**src/rtl/obstacle_lane_engine.sv**
```systemverilog
// Obstacle lane engine for a side-scrolling runner: spawns obstacles into a
// fixed pool of channels, scrolls them once per frame, ramps the scroll speed,
// tracks score and power mode, and detects dino/obstacle collisions.
module obstacle_lane_engine #(
  parameter int NUM_OBS      = 4,
  parameter int XW           = 11,
  parameter int SPAWN_X      = 1280,
  parameter int MIN_GAP      = 200,
  parameter int RAMP_COUNT   = 12,
  parameter int MAX_SPEED    = 8,
  parameter int POWER_FRAMES = 300,
  parameter int OBS_Y        = 248,
  parameter int OBS_W        = 32,
  parameter int OBS_H        = 32,
  parameter int DINO_W       = 32,
  parameter int DINO_H       = 32
) (
  input  logic                   clk,
  input  logic                   reset,
  input  logic                   frame_tick,
  input  logic                   start,
  input  logic                   power_pickup,
  input  logic [XW-1:0]          dino_x,
  input  logic [XW-1:0]          dino_y,
  output logic [NUM_OBS*XW-1:0]  obs_x,
  output logic [NUM_OBS-1:0]     obs_active,
  output logic [2*NUM_OBS-1:0]   obs_kind,
  output logic [3:0]             speed,
  output logic                   powered,
  output logic                   game_over,
  output logic [15:0]            score
);

  localparam int GW = $clog2(MIN_GAP + MAX_SPEED + 1);
  localparam int PW = $clog2(RAMP_COUNT + NUM_OBS + 1);
  localparam int CW = $clog2(POWER_FRAMES + 1);
  localparam int NW = $clog2(2 * NUM_OBS + 1);

  localparam logic [XW-1:0] SPAWN_XV  = XW'(SPAWN_X);
  localparam logic [GW-1:0] GAP_MAX   = GW'(MIN_GAP);
  localparam logic [PW-1:0] RAMP_V    = PW'(RAMP_COUNT);
  localparam logic [3:0]    SPEED_MAX = 4'(MAX_SPEED);
  localparam logic [CW-1:0] PWR_V     = CW'(POWER_FRAMES);
  // Geometry carried one bit wider so right/bottom edges never wrap.
  localparam logic [XW:0]   OBS_Y_LO  = (XW+1)'(OBS_Y);
  localparam logic [XW:0]   OBS_Y_HI  = (XW+1)'(OBS_Y + OBS_H);
  localparam logic [XW:0]   OBS_WV    = (XW+1)'(OBS_W);
  localparam logic [XW:0]   DINO_WV   = (XW+1)'(DINO_W);
  localparam logic [XW:0]   DINO_HV   = (XW+1)'(DINO_H);

  typedef enum logic [1:0] {IDLE, PLAY, OVER} state_t;

  state_t             state_q, state_d;
  logic [7:0]         lfsr_q;
  logic [XW-1:0]      x_q    [NUM_OBS];
  logic [XW-1:0]      x_d    [NUM_OBS];
  logic [1:0]         kind_q [NUM_OBS];
  logic [1:0]         kind_d [NUM_OBS];
  logic [NUM_OBS-1:0] act_q, act_d;
  logic [3:0]         speed_q, speed_d;
  logic [15:0]        score_q, score_d;
  logic [PW-1:0]      passed_q, passed_d;
  logic [GW-1:0]      gap_q, gap_d;
  logic [CW-1:0]      pcnt_q, pcnt_d;
  logic               pow_q, pow_d;

  logic [NUM_OBS-1:0] hit;
  logic [XW-1:0]      speed_x;
  logic [NW-1:0]      gain;
  logic [NW-1:0]      n_pass;
  logic [PW-1:0]      passed_sum;
  logic [GW-1:0]      gap_sum, gap_sat;
  logic [16:0]        score_sum;
  logic               found;

  // Strict AABB overlap of the dino box against every active obstacle box.
  always_comb begin
    hit = '0;
    for (int i = 0; i < NUM_OBS; i++) begin
      hit[i] = (state_q == PLAY) && act_q[i]
            && ({1'b0, dino_x} < {1'b0, x_q[i]} + OBS_WV)
            && ({1'b0, x_q[i]} < {1'b0, dino_x} + DINO_WV)
            && ({1'b0, dino_y} < OBS_Y_HI)
            && (OBS_Y_LO < {1'b0, dino_y} + DINO_HV);
    end
  end

  // Next-state logic: game FSM, motion, spawning, ramp, score and power timer.
  always_comb begin
    // NOTE: every variable gets a default first so no path can infer a latch.
    state_d    = state_q;
    x_d        = x_q;
    kind_d     = kind_q;
    act_d      = act_q;
    speed_d    = speed_q;
    score_d    = score_q;
    passed_d   = passed_q;
    gap_d      = gap_q;
    pcnt_d     = pcnt_q;
    pow_d      = pow_q;
    speed_x    = XW'(speed_q);
    gain       = '0;
    n_pass     = '0;
    passed_sum = passed_q;
    gap_sum    = gap_q + GW'(speed_q);
    gap_sat    = (gap_sum > GAP_MAX) ? GAP_MAX : gap_sum;
    score_sum  = {1'b0, score_q};
    found      = 1'b0;

    unique case (state_q)
      IDLE, OVER: begin
        if (start) begin
          state_d  = PLAY;
          for (int i = 0; i < NUM_OBS; i++) x_d[i] = SPAWN_XV;
          act_d    = '0;
          speed_d  = 4'd1;
          score_d  = '0;
          passed_d = '0;
          pow_d    = 1'b0;
          pcnt_d   = '0;
          gap_d    = GAP_MAX;
        end
      end
      PLAY: begin
        if (|hit && !(pow_q || power_pickup)) begin
          // Unpowered hit ends the game; everything else stays frozen.
          state_d = OVER;
        end else begin
          // Powered hits destroy the obstacle and count as cleared.
          for (int i = 0; i < NUM_OBS; i++) begin
            if (hit[i]) begin
              act_d[i] = 1'b0;
              gain     = gain + NW'(1);
            end
          end
          // A fresh pickup reloads the timer and wins over a same-tick expiry.
          if (power_pickup) begin
            pow_d  = 1'b1;
            pcnt_d = PWR_V;
          end else if (frame_tick && pow_q) begin
            pcnt_d = pcnt_q - CW'(1);
            if (pcnt_q == CW'(1)) pow_d = 1'b0;
          end
          if (frame_tick) begin
            for (int i = 0; i < NUM_OBS; i++) begin
              if (act_q[i] && !hit[i]) begin
                if (x_q[i] <= speed_x) begin
                  act_d[i] = 1'b0;
                  n_pass   = n_pass + NW'(1);
                end else begin
                  x_d[i] = x_q[i] - speed_x;
                end
              end
            end
            gain       = gain + n_pass;
            passed_sum = passed_q + PW'(n_pass);
            if (passed_sum >= RAMP_V) begin
              passed_d = '0;
              if (speed_q < SPEED_MAX) speed_d = speed_q + 4'd1;
            end else begin
              passed_d = passed_sum;
            end
            gap_d = gap_sat;
            // Spawn into the lowest free channel after this tick's motion.
            if (gap_sat >= GAP_MAX && lfsr_q[0]) begin
              for (int i = 0; i < NUM_OBS; i++) begin
                if (!found && !act_d[i]) begin
                  found     = 1'b1;
                  act_d[i]  = 1'b1;
                  x_d[i]    = SPAWN_XV;
                  kind_d[i] = lfsr_q[2:1];
                end
              end
              if (found) gap_d = '0;
            end
          end
          score_sum = {1'b0, score_q} + 17'(gain);
          score_d   = score_sum[16] ? 16'hFFFF : score_sum[15:0];
        end
      end
      default: state_d = IDLE;
    endcase
  end

  // Game state registers.
  always_ff @(posedge clk or posedge reset) begin
    // NOTE: all state uses non-blocking assignments so every flop samples pre-edge values.
    if (reset) begin
      state_q  <= IDLE;
      act_q    <= '0;
      speed_q  <= 4'd1;
      score_q  <= '0;
      passed_q <= '0;
      gap_q    <= GAP_MAX;
      pcnt_q   <= '0;
      pow_q    <= 1'b0;
      // NOTE: the channel arrays are a handful of flops, not RAM, so they are reset.
      for (int i = 0; i < NUM_OBS; i++) begin
        x_q[i]    <= SPAWN_XV;
        kind_q[i] <= '0;
      end
    end else begin
      state_q  <= state_d;
      act_q    <= act_d;
      speed_q  <= speed_d;
      score_q  <= score_d;
      passed_q <= passed_d;
      gap_q    <= gap_d;
      pcnt_q   <= pcnt_d;
      pow_q    <= pow_d;
      x_q      <= x_d;
      kind_q   <= kind_d;
    end
  end

  // Free-running LFSR x^8+x^6+x^5+x^4+1, advancing every clock in all states.
  always_ff @(posedge clk or posedge reset) begin
    if (reset) lfsr_q <= 8'hAC;
    else       lfsr_q <= {lfsr_q[6:0], lfsr_q[7] ^ lfsr_q[5] ^ lfsr_q[4] ^ lfsr_q[3]};
  end

  // Pack channel state onto the output buses.
  always_comb begin
    obs_x    = '0;
    obs_kind = '0;
    for (int i = 0; i < NUM_OBS; i++) begin
      obs_x[i*XW +: XW]  = x_q[i];
      obs_kind[2*i +: 2] = kind_q[i];
    end
  end

  assign obs_active = act_q;
  assign speed      = speed_q;
  assign score      = score_q;
  assign powered    = pow_q;
  assign game_over  = (state_q == OVER);

endmodule

```
**config.mk**
```make
export PLATFORM = sky130hd
export DESIGN_NAME = obstacle_lane_engine
export DESIGN_NICKNAME = d
export VERILOG_FILES = /design/src/rtl/obstacle_lane_engine.sv
export SDC_FILE = /design/constraint.sdc
export NUM_CORES = 1
export LEC_CHECK = 0
export ABC_AREA = 1
export BUFFER_PORTS_ARGS = -buffer_cell sky130_fd_sc_hd__buf_2
export CAP_MARGIN = 10
export CORE_MARGIN = 4
export CORE_UTILIZATION = 40
export CTS_CLUSTER_DIAMETER = 30
export DETAILED_ROUTE_END_ITERATION = 8
export PLACE_DENSITY_LB_ADDON = 0.15
export SKIP_LAST_GASP = 1
export SYNTH_ARGS = -nofsm -noshare
export SYNTH_HDL_FRONTEND = slang
export SYNTH_SLANG_ARGS = --single-unit
```
**constraint.sdc**
```tcl
create_clock -name clk -period 15.7 [get_ports clk]
set_input_delay 1.57 -clock clk [delete_from_list [all_inputs] [get_ports clk]]
set_output_delay 1.57 -clock clk [all_outputs]
set_load 0.005 [all_outputs]
```
==> results.md <==
- DR iter-0 viols: between 600 and 700
- Crit Path Max Fanout: 10
- Largest net degree at the start of global routing: between 70 and 80
- Crit. path cell count: 42
- Top cells by area, synth: dfrtp_1 23%, ha_1 16%, nand2_1 12%
- RSZ-0062 raised after global routing: false
- R2R cell count: 41
- Slew Limit Fails: 0
- Synthesized area: about 10000 sq um
- Area grow syn2layout: 10.8%
- Fin. Hold Viols: 0
- Initial core utilization: 0.405
- Crit path DAT: roughly 8.5 ns
- Leak pwr: about 5.9 nW
- Count of flip-flops with a built-in enable after synthesis: 0
- Nets: ~1700
- Async SR Flop Fraction: 1.00
- Worst Setup Path Type: in -> reg
- Post-synth top area cell: dfrtp_1
- Syn_area_per_cell: a little over 7 sq um
- Power Density: about 190 nW/um^2
- Max_cap viols: 0
- Final period demand of the worst path: ~8.2 ns
- Post-CTS Hold Buffers: 0
- Worst Tran Pin Value: 1.04 ns
- WL per Instance: roughly 17 microns
- Drt pass-1 iters: 5
- Post-Place Cells: between 1500 and 2000
- WL final: approximately 31000 microns
- Yosys reg bits: 109
- First-pass GRT wire length: 50100 microns
- I/O Pins: about 110
- # diodes: 0
- Non-Filler Instances: 1856
- Most frequent cells after synthesis: 337 x nand2_1, 163 x inv_1, 128 x ha_1
- CTS tree: yes
- Worst Setup Start Kind: primary input
- Status: finished, final reports clean
- Setup TNS: 0 ns
- Worst Path Buf+Inv: 4
- Slowest stage delay, CP: approximately 0.32 ns
- Core Area: 25100 sq um
- Routed length on met2: about 15000 microns
- Hold Crit Depth: 0
- Die width: ~170 microns
- Top FF cell, synth: dfrtp_1
- Register area share after synthesis: 0.270
- Root Buffer: clkbuf_16
- Die H: 167 microns
- Clock Latency Late Sink: 0.37 ns
- Antenna-violating nets left: 0
- Antenna violations before repair: 0
- Max-slew headroom: 0.305
- CTS clk-pin slew, worst paths: about 0.080 ns
- Clock sink count: 109
- Count leader, synth: nand2_1
- DR vias: 9649
- Grt ovf: 0
- Post-synth top area share: 0.229
- Num rows: 58
- TritonCTS buffer count: 9
- Req. time, crit path: between 15 and 20 ns
- Routed wl met3: around 1600 microns
- Family with the most delay on the worst path: simple AND/OR/NAND/NOR gates
- Post-DR vias/cell: 5.20
- M1 WL: around 14000 microns
- Die area: around 28000 sq um
- Post-Synthesis Cells: between 1000 and 1500
- Clock Tree Buf Depth: 2
- Clock Skew: ~0.015 ns
- Layout cell share with drive strength beyond 1: 0.130
- CP endpoint kind: flop
- Vias in the first global route: approximately 9200
- Distinct cells, synth: 52
- Port Buf Inserts: between 100 and 150
- Postcts setup bufs: 0
- Fin crit share: 0.525
- Top sig layer: met4
- Crit path max-delay cell type: xnor2_1
- Endpoints failing setup: 0
- DRC: 0
- RePlAce Congestion: 0.908
- Synthesis warning total: 0
- Post-CTS sizing: 0
- GRT Resource Usage Total: 0.221
- VDD IR-drop max: 66.0 uV
- Hold Crit Class: reg -> reg
- Post-Syn Nets: roughly 1600
- Max Freq: roughly 120 MHz
- DP Wirelength: between 20000 and 25000 microns
- H-tree depth: 3
[kinds of logic (layout without fill, tap and decap cells)]
logic type	after synthesis	in the layout	synth area share
simple gates	653	653	0.277
compound gates	253	253	0.138
buf+inv	218	311	0.0861
fa+ha+maj	136	136	0.173
flops	109	109	0.270
xor+xnor	64	64	0.0551
[stage by stage]
step / power [mW] / setup slack [ns] / hold WS (ns) / cell area, sq um / utilization
after floorplan: 1.46 / 8.05 / 0.333 / 10200 / -
after global placement: 1.84 / 7.24 / 0.334 / 11000 / 0.437
after detailed placement: 1.86 / 7.12 / 0.347 / 11000 / 0.437
after CTS: 2.12 / 7.49 / 0.363 / 11300 / 0.449
after global routing: 2.34 / 6.62 / 0.368 / 11300 / 0.449
final: 2.11 / 7.45 / 0.359 / 11300 / 0.449
[registers in the layout, summed over array words and instances, names as in the netlist]
name / flops
pcnt_q: 9
gap_q: 8
powered: 1
state_q: 2
speed: 4
obs_kind: 8
obs_active: 4
lfsr_q: 8
score: 16
passed_q: 5
obs_x: 44
[placed cells by master (no fill, tap or decap), types with 4 or more instances in the layout]
cell,n
nand2_1,337
inv_1,162
ha_1,128
nor2_1,126
nand3_1,105
buf_2,104
a21oi_1,93
dfrtp_1,93
o21ai_0,61
o21ai_1,51
xor2_1,44
inv_2,24
nor3_1,23
nand4_1,22
xnor2_1,20
dfstp_2,16
nand2_2,10
o22ai_1,9
clkbuf_16,9
o21a_1,8
fa_1,8
nand3b_1,6
nand3_2,5
or2_2,5
buf_4,4
[path summary, 6_finish.rpt]
path / start / endpoint / slack [ns]
worst max-delay path: dino_x[5] / score[0] / 7.45
worst min-delay path: lfsr_q[6] / lfsr_q[7] / 0.36
worst min register to register: lfsr_q[6] / lfsr_q[7] / 0.36
worst max register to register: obs_x[6] / score[0] / 8.37
min in group asynchronous: reset / pcnt_q[1] / 1.21
max in group asynchronous: reset / obs_x[26] / 13.08
[power breakdown]
group | switching [mW] | total, mW | internal (mW)
clock | 0.131 | 0.245 | 0.114
sequential | 0.179 | 0.566 | 0.387
combinational | 0.812 | 1.30 | 0.483
[layer usage]
metal	global-route usage	up-vias
met5	0	-
met4	0.0430	0
met3	0.0302	22
met2	0.379	219
met1	0.300	4508
li1	-	4900
[final cells by class]
class	count	area, sq um
fillers	2680	13800
multi-input cells	1106	6550
flip-flops and latches	109	2750
inverters	187	704
repair buffers	108	551
well taps	330	413
clock buffers	9	225
clock inverters	7	77.6
(Power assumes the default switching activity.)
